`src/rtl/mips_pkg.sv`:
```
// Shared constants for the MEM-stage data-memory access controller.
package mips_pkg;

  localparam int DMEM_DATA_WIDTH = 32;

  typedef enum logic [1:0] {
    IDLE = 2'd0,
    WAIT = 2'd1,
    DONE = 2'd2
  } dmem_state_t;

  // Read data returned on timeout is this bit replicated across the word (all ones).
  localparam logic DMEM_TIMEOUT_FILL = 1'b1;

endpackage

```
`src/rtl/dmem_wait_timer.sv`:
```
// Counts WAIT cycles of one memory access and flags expiry in the TIMEOUT_CYCLES-th cycle.
module dmem_wait_timer #(
  parameter int unsigned TIMEOUT_CYCLES = 64
) (
  input  logic clk,
  input  logic rst_n,
  input  logic clear,
  input  logic enable,
  output logic expired
);

  localparam int CW = $clog2(TIMEOUT_CYCLES + 1);

  logic [CW-1:0] count_reg;

  assign expired = enable && (count_reg == CW'(TIMEOUT_CYCLES - 1));

  always_ff @(posedge clk or negedge rst_n) begin
    if (!rst_n) begin
      count_reg <= '0;
    end else if (clear) begin
      count_reg <= '0;
    end else if (enable && !expired) begin
      count_reg <= count_reg + 1'b1;
    end
  end

endmodule

```
`src/rtl/dmem_access_ctrl.sv`:
```
// MEM-stage data-memory sequencer over a req/ack port; stalls the pipeline until the access completes.
// Optional abort of stuck accesses is enabled by defining DMEM_TIMEOUT_EN.
import mips_pkg::*;

module dmem_access_ctrl #(
  parameter int DATA_WIDTH     = DMEM_DATA_WIDTH,
  parameter int TIMEOUT_CYCLES = 64
) (
  input  logic                  clk,
  input  logic                  rst_n,
  input  logic                  MemReadM,
  input  logic                  MemWriteM,
  input  logic [DATA_WIDTH-1:0] alu_resultM,
  input  logic [DATA_WIDTH-1:0] write_dataM,
  output logic                  stallM,
  output logic [DATA_WIDTH-1:0] read_dataM,
  output logic                  mem_req,
  output logic                  mem_we,
  output logic [DATA_WIDTH-1:0] mem_addr,
  output logic [DATA_WIDTH-1:0] mem_wdata,
  input  logic                  mem_ack,
  input  logic [DATA_WIDTH-1:0] mem_rdata,
  output logic                  mem_err
);

  dmem_state_t state_reg, state_next;
  logic        op;
  logic        timeout;

  assign op = MemReadM | MemWriteM;

`ifdef DMEM_TIMEOUT_EN
  dmem_wait_timer #(
    .TIMEOUT_CYCLES(TIMEOUT_CYCLES)
  ) u_wait_timer (
    .clk    (clk),
    .rst_n  (rst_n),
    .clear  (state_reg == IDLE),
    .enable (state_reg == WAIT && !mem_ack),
    .expired(timeout)
  );
`else
  assign timeout = 1'b0;
  assign mem_err = 1'b0;
`endif

  always_comb begin
    state_next = state_reg;
    stallM     = 1'b0;
    case (state_reg)
      IDLE: begin
        stallM = op;
        if (op) state_next = WAIT;
      end
      WAIT: begin
        stallM = 1'b1;
        if (mem_ack || timeout) state_next = DONE;
      end
      DONE:    state_next = IDLE;
      default: state_next = IDLE;
    endcase
  end

  // mem_we doubles as the "this access is a store" flag while waiting for ack.
  always_ff @(posedge clk or negedge rst_n) begin
    if (!rst_n) begin
      state_reg  <= IDLE;
      mem_req    <= 1'b0;
      mem_we     <= 1'b0;
      mem_addr   <= '0;
      mem_wdata  <= '0;
      read_dataM <= '0;
`ifdef DMEM_TIMEOUT_EN
      mem_err    <= 1'b0;
`endif
    end else begin
      state_reg <= state_next;
`ifdef DMEM_TIMEOUT_EN
      mem_err   <= (state_reg == WAIT) && !mem_ack && timeout;
`endif
      case (state_reg)
        IDLE: begin
          if (op) begin
            mem_req   <= 1'b1;
            mem_we    <= MemWriteM;
            mem_addr  <= alu_resultM;
            mem_wdata <= write_dataM;
          end
        end
        WAIT: begin
          if (mem_ack) begin
            mem_req <= 1'b0;
            mem_we  <= 1'b0;
            if (!mem_we) read_dataM <= mem_rdata;
          end else if (timeout) begin
            mem_req    <= 1'b0;
            mem_we     <= 1'b0;
            read_dataM <= {DATA_WIDTH{DMEM_TIMEOUT_FILL}};
          end
        end
        default: ;
      endcase
    end
  end

endmodule
```
`config.mk`:
```
export PLATFORM = sky130hd
export DESIGN_NAME = dmem_access_ctrl
export DESIGN_NICKNAME = d
export VERILOG_FILES = /design/src/rtl/mips_pkg.sv /design/src/rtl/dmem_wait_timer.sv /design/src/rtl/dmem_access_ctrl.sv
export SDC_FILE = /design/constraint.sdc
export NUM_CORES = 1
export LEC_CHECK = 0
export CORE_MARGIN = 4
export CORE_UTILIZATION = 40
export DETAILED_ROUTE_END_ITERATION = 6
export GPL_TIMING_DRIVEN = 0
export PLACE_DENSITY = 0.81
export SETUP_SLACK_MARGIN = 0.4
export SYNTH_ARGS = -nofsm -noshare
export SYNTH_HDL_FRONTEND = slang
export SYNTH_SLANG_ARGS = --single-unit
export TNS_END_PERCENT = 30
```
`constraint.sdc`:
```
create_clock -name clk -period 1.85 [get_ports clk]
set_clock_uncertainty 0.05 [all_clocks]
set_input_delay 0.2775 -clock clk [delete_from_list [all_inputs] [get_ports clk]]
set_output_delay 0.2775 -clock clk [all_outputs]
set_load 0.05 [all_outputs]
```
== Word level (Yosys, flattened, before mapping) ==
Cells that the tools add are included.
Word-level totals
  memory bits (writable): 0
  memories kept: 0
  input bits: 101
  flip-flop bits (word level): 100
  logic and storage cells: 26
  output and inout bits: 100
  ROM bits: 0
  bits in latches: 0
Cells by class
  multiply operators: 0
  equal/unequal tests: 3
  mux-type cells: 9
  div/mod/pow operators: 0
  add/sub/neg operators: 0
  reductions and logical operators: 6
  bitwise logic cells: 2
  shift-type cells: 0
  order comparisons: 0
Operator list (number)
  $pmux W1 S2: 3
  $reduce_and A3 Y1: 2
  $mux W2: 2
  $ne A2 B2 Y1 const B: 2
  $pmux W2 S2: 1
  $reduce_and A2 Y1: 2
  $mux W1: 3
  $eq A2 B1 Y1 const B: 1
  $logic_not A2 Y1: 1
  $reduce_bool A2 Y1: 1
  $not A1 Y1: 1
  $or A1 B1 Y1: 1

== Longest topological paths before layout ==
  depth in word-level cells: 3
  mapped depth: 5
  depth with buffers taken out: 3

== Worst setup path after synthesis ==
OpenSTA, ideal clock, no wires.
  path type: reg2reg
  from: register state_reg[1]
  to: register mem_addr[0]
  buffers on the path: 2
  setup slack: 341 ps
  clock period less this slack: 1509 ps
  required time: 1675 ps
  setup time: 125 ps
  arrival: 1335 ps
  cell stages (with the launch flop): 5
  path through: dfrtp_1 -> nor3_1 -> buf_2 -> buf_4 -> mux2_2
Between the ends
  longest elaborated chain between the ends: 2
Ends and longest elaborated chain
  from (decl): RTL line dmem_access_ctrl.sv:26  | dmem_state_t state_reg, state_next;
  from (signal assigned): RTL line dmem_access_ctrl.sv:77  | state_reg <= state_next;
  $logic_not A2 Y1: RTL line dmem_access_ctrl.sv:81  | case (state_reg)
  $reduce_and A2 Y1 (no line)
  to (signal assigned): RTL line dmem_access_ctrl.sv:86  | mem_addr <= alu_resultM;
  to (decl): RTL line dmem_access_ctrl.sv:19  | output logic [DATA_WIDTH-1:0] mem_addr,
Every way passes these cells.
A chain may end at the register's enable or synchronous reset.

== Final worst setup path ==
  from: register read_dataM[31]
  to: output port read_dataM[31]
RTL lines
  from (decl): RTL line dmem_access_ctrl.sv:16  | output logic [DATA_WIDTH-1:0] read_dataM,
  from (signal assigned): RTL line dmem_access_ctrl.sv:94  | if (!mem_we) read_dataM <= mem_rdata;
  from (signal assigned): RTL line dmem_access_ctrl.sv:98  | read_dataM <= {DATA_WIDTH{DMEM_TIMEOUT_FILL}};
No word-level cell between the ends.

==> flow_summary.json <==
{
  "detail-route-antenna-nets": 0,
  "p_total_mw": 13.2,
  "grt_max_degree": 52,
  "critPathMaxStageDelay_ps": 540,
  "clkSlewWorstSetupHoldPaths_ps": 100,
  "remaining_drc_errors": 0,
  "finish.utilization_pct": 68.2,
  "vdd_ir_drop_max_uv": 1060,
  "layout_commonest_cell": "dfrtp_1",
  "worstSetupEndpointType": "primary output",
  "detail_route.vias_per_cell": 4.65,
  "grt_use_met1_pct": 19.8,
  "wl_per_cell_um": 17.6,
  "die-height_um": 107,
  "outcome": "finished clean",
  "dr.first_iter.drc_count": 109,
  "stdcell_area_mm2": 0.00642,
  "port_buffers": 199,
  "grt_pass1_wl_mm": 15.7,
  "crit_fanout": 2,
  "dpl_cell_area_mm2": 0.00611,
  "grtUsageMet3_pct": 4.33,
  "p_sw_mw": 6.44,
  "cp_slowest_cell": "dlygate4sd2_1",
  "clock_power_share_pct": 10.8,
  "syn_area_mm2": 0.00392,
  "max_slew_margin_pct": 55.1,
  "synthCells": 225,
  "min_period_ps": 1570,
  "gp_congestion": 0.753,
  "start_util_pct": 41.7,
  "fmax_ghz": 0.638,
  "slew_viol_final": 0,
  "grt_use_total_pct": 17.4,
  "top_regs": "mem_addr (32), mem_wdata (32), read_dataM (32)",
  "gr-usage-met2_pct": 31.6,
  "antenna_found_initial": 0,
  "cts_tree": "done",
  "areaGrowthSynthToFinish_pct": 63.6,
  "stdcell_count": 582,
  "hpwl_mm": 7.42,
  "critPathLaunchType": "register",
  "dieArea_mm2": 0.0115,
  "p_per_area_mw_per_mm2": 2050,
  "ys_types": 19,
  "p_int_mw": 6.72,
  "power_switching_share_pct": 48.9,
  "drv_cap": 0,
  "post-route-period-util_pct": 84.8,
  "crit_chain": "dlygate4sd2_1",
  "cts_buffer_depth": 2,
  "global_route.peak_usage_layer": "met2",
  "power_frac_comb_pct": 60.0,
  "pre_cts_ws_ps": -280,
  "hold_path.class": "in -> reg",
  "place_inst": 554,
  "firstDrtPassIters": 4,
  "rsz0062_at_grt": "yes",
  "seq_power_share_pct": 29.2,
  "ioPinCount": 201,
  "synth_warnings": 0,
  "critical_path_class": "reg -> out",
  "via_count": 2705,
  "n_antenna_cell": 0,
  "synth_seq_area_share_pct": 63.8,
  "overflow": 0,
  "synth.ff_latch_count": 100,
  "cp_num_buf_inv": 1,
  "routed_wl_mm": 10.2,
  "power_leakage_nw": 2.83,
  "grt_pass1_vias": 3112,
  "clk_latency_ps": 340,
  "die_w_um": 107,
  "core_area_mm2": 0.00942,
  "cts-root-buf": "clkbuf_8",
  "arrival_ps": 1240,
  "setup_tns_ps": 0,
  "setup_viol": 0,
  "drive_above_1_share_pct": 49.9,
  "synth_area_per_cell_um2": 17.4,
  "final_cell_mix": "97 x dfrtp_1, 96 x clkdlybuf4s50_1, 66 x mux2_2",
  "syn_nets": 326,
  "required_ps": 1520,
  "cts_inserted_buffers": 9,
  "path_delay_family": "buffers and inverters",
  "nNetsFinal": 549,
  "hold_violations": 0,
  "whs_ps": 160,
  "rows": 35,
  "worst_slack_ps": 282,
  "tightest_slew_ps": 673,
  "cts.sinks": 100,
  "htreeDepth": 3
}
-- synthesized netlist by cell type --
| cell type | instances | area share, % |
|---|---|---|
| a211o_1 | 1 | 0.22 |
| a211oi_1 | 1 | 0.19 |
| a22oi_1 | 1 | 0.19 |
| and3b_1 | 1 | 0.22 |
| buf_12 | 3 | 1.5 |
| buf_2 | 2 | 0.26 |
| buf_4 | 6 | 1.1 |
| buf_6 | 1 | 0.29 |
| conb_1 | 1 | 0.096 |
| dfrtp_1 | 100 | 64 |
| inv_1 | 2 | 0.19 |
| mux2_2 | 66 | 19 |
| mux2_4 | 30 | 11 |
| nand2_1 | 1 | 0.096 |
| nor2_1 | 2 | 0.19 |
| nor2b_1 | 2 | 0.32 |
| nor2b_4 | 1 | 0.35 |
| nor3_1 | 2 | 0.26 |
| o21ai_0 | 2 | 0.26 |
-- what timing repair did --
| action | CTS | global route |
|---|---|---|
| pin swaps | 2 | 0 |
| gates resized for setup | 252 | 55 |
| cloned | 1 | 3 |
| endpoints found under the hold margin | 49 | 0 |
| setup endpoints to repair | 195 | 187 |
| buffers inserted | 4 | 3 |
| hold buffers | 1 | 0 |
-- kinds of logic after synthesis --
family	share of synthesized area [%]
compound gates	0.861
buf+inv	3.41
flops	63.8
mux	30.4
other cells	0.0956
simple gates	1.43
-- cell type report --
cell class              count  area (um^2)
flip-flops and latches    100         2510
repair buffers            212         2060
well taps                 129          161
inverters                   2         7.51
clock buffers              11          141
plain buffers              12          175
multi-input cells         111         1300
fillers                   703         3000
clock inverters             5         60.1
-- per-layer routing --
metal / share of wire (%) / vias to the layer above / wire (um)
li1: - / 1235 / -
met1: 39 / 1342 / 4000
met2: 53 / 115 / 5400
met3: 6.6 / 13 / 672
met4: 1.6 / 0 / 162
met5: 0 / - / 0
-- power groups by stage --
stage | Clock, mW | Combinational (mW) | Sequential [mW]
after floorplan | 0 | 1.66 | 7.66
after global placement | 0 | 8.24 | 3.82
after detailed placement | 0 | 8.33 | 3.89
after CTS | 1.46 | 7.95 | 3.84
after global routing | 1.55 | 8.20 | 4.02
final | 1.42 | 7.90 | 3.84
-- worst paths after layout --
check | start | end | slack, ps | cells past startpoint
min in group asynchronous | rst_n | read_dataM[26] | 460 | 2
worst max register to register | state_reg[1] | read_dataM[16] | 280 | 5
worst min-delay path | mem_ack | state_reg[0] | 160 | 2
worst max-delay path | read_dataM[31] | read_dataM[31] | 280 | 1
max in group asynchronous | rst_n | mem_wdata[23] | 610 | 3
worst min register to register | mem_wdata[30] | mem_wdata[30] | 460 | 1
-- worst register-to-register path: cells and delay by family, from the launching register on --
family	cells	cell delay (ps)
flip-flops	1	410
buffers and inverters	2	320
multiplexers	1	300
AND/OR/NAND/NOR	2	400
Note: power is estimated with default switching activity, not from simulation.
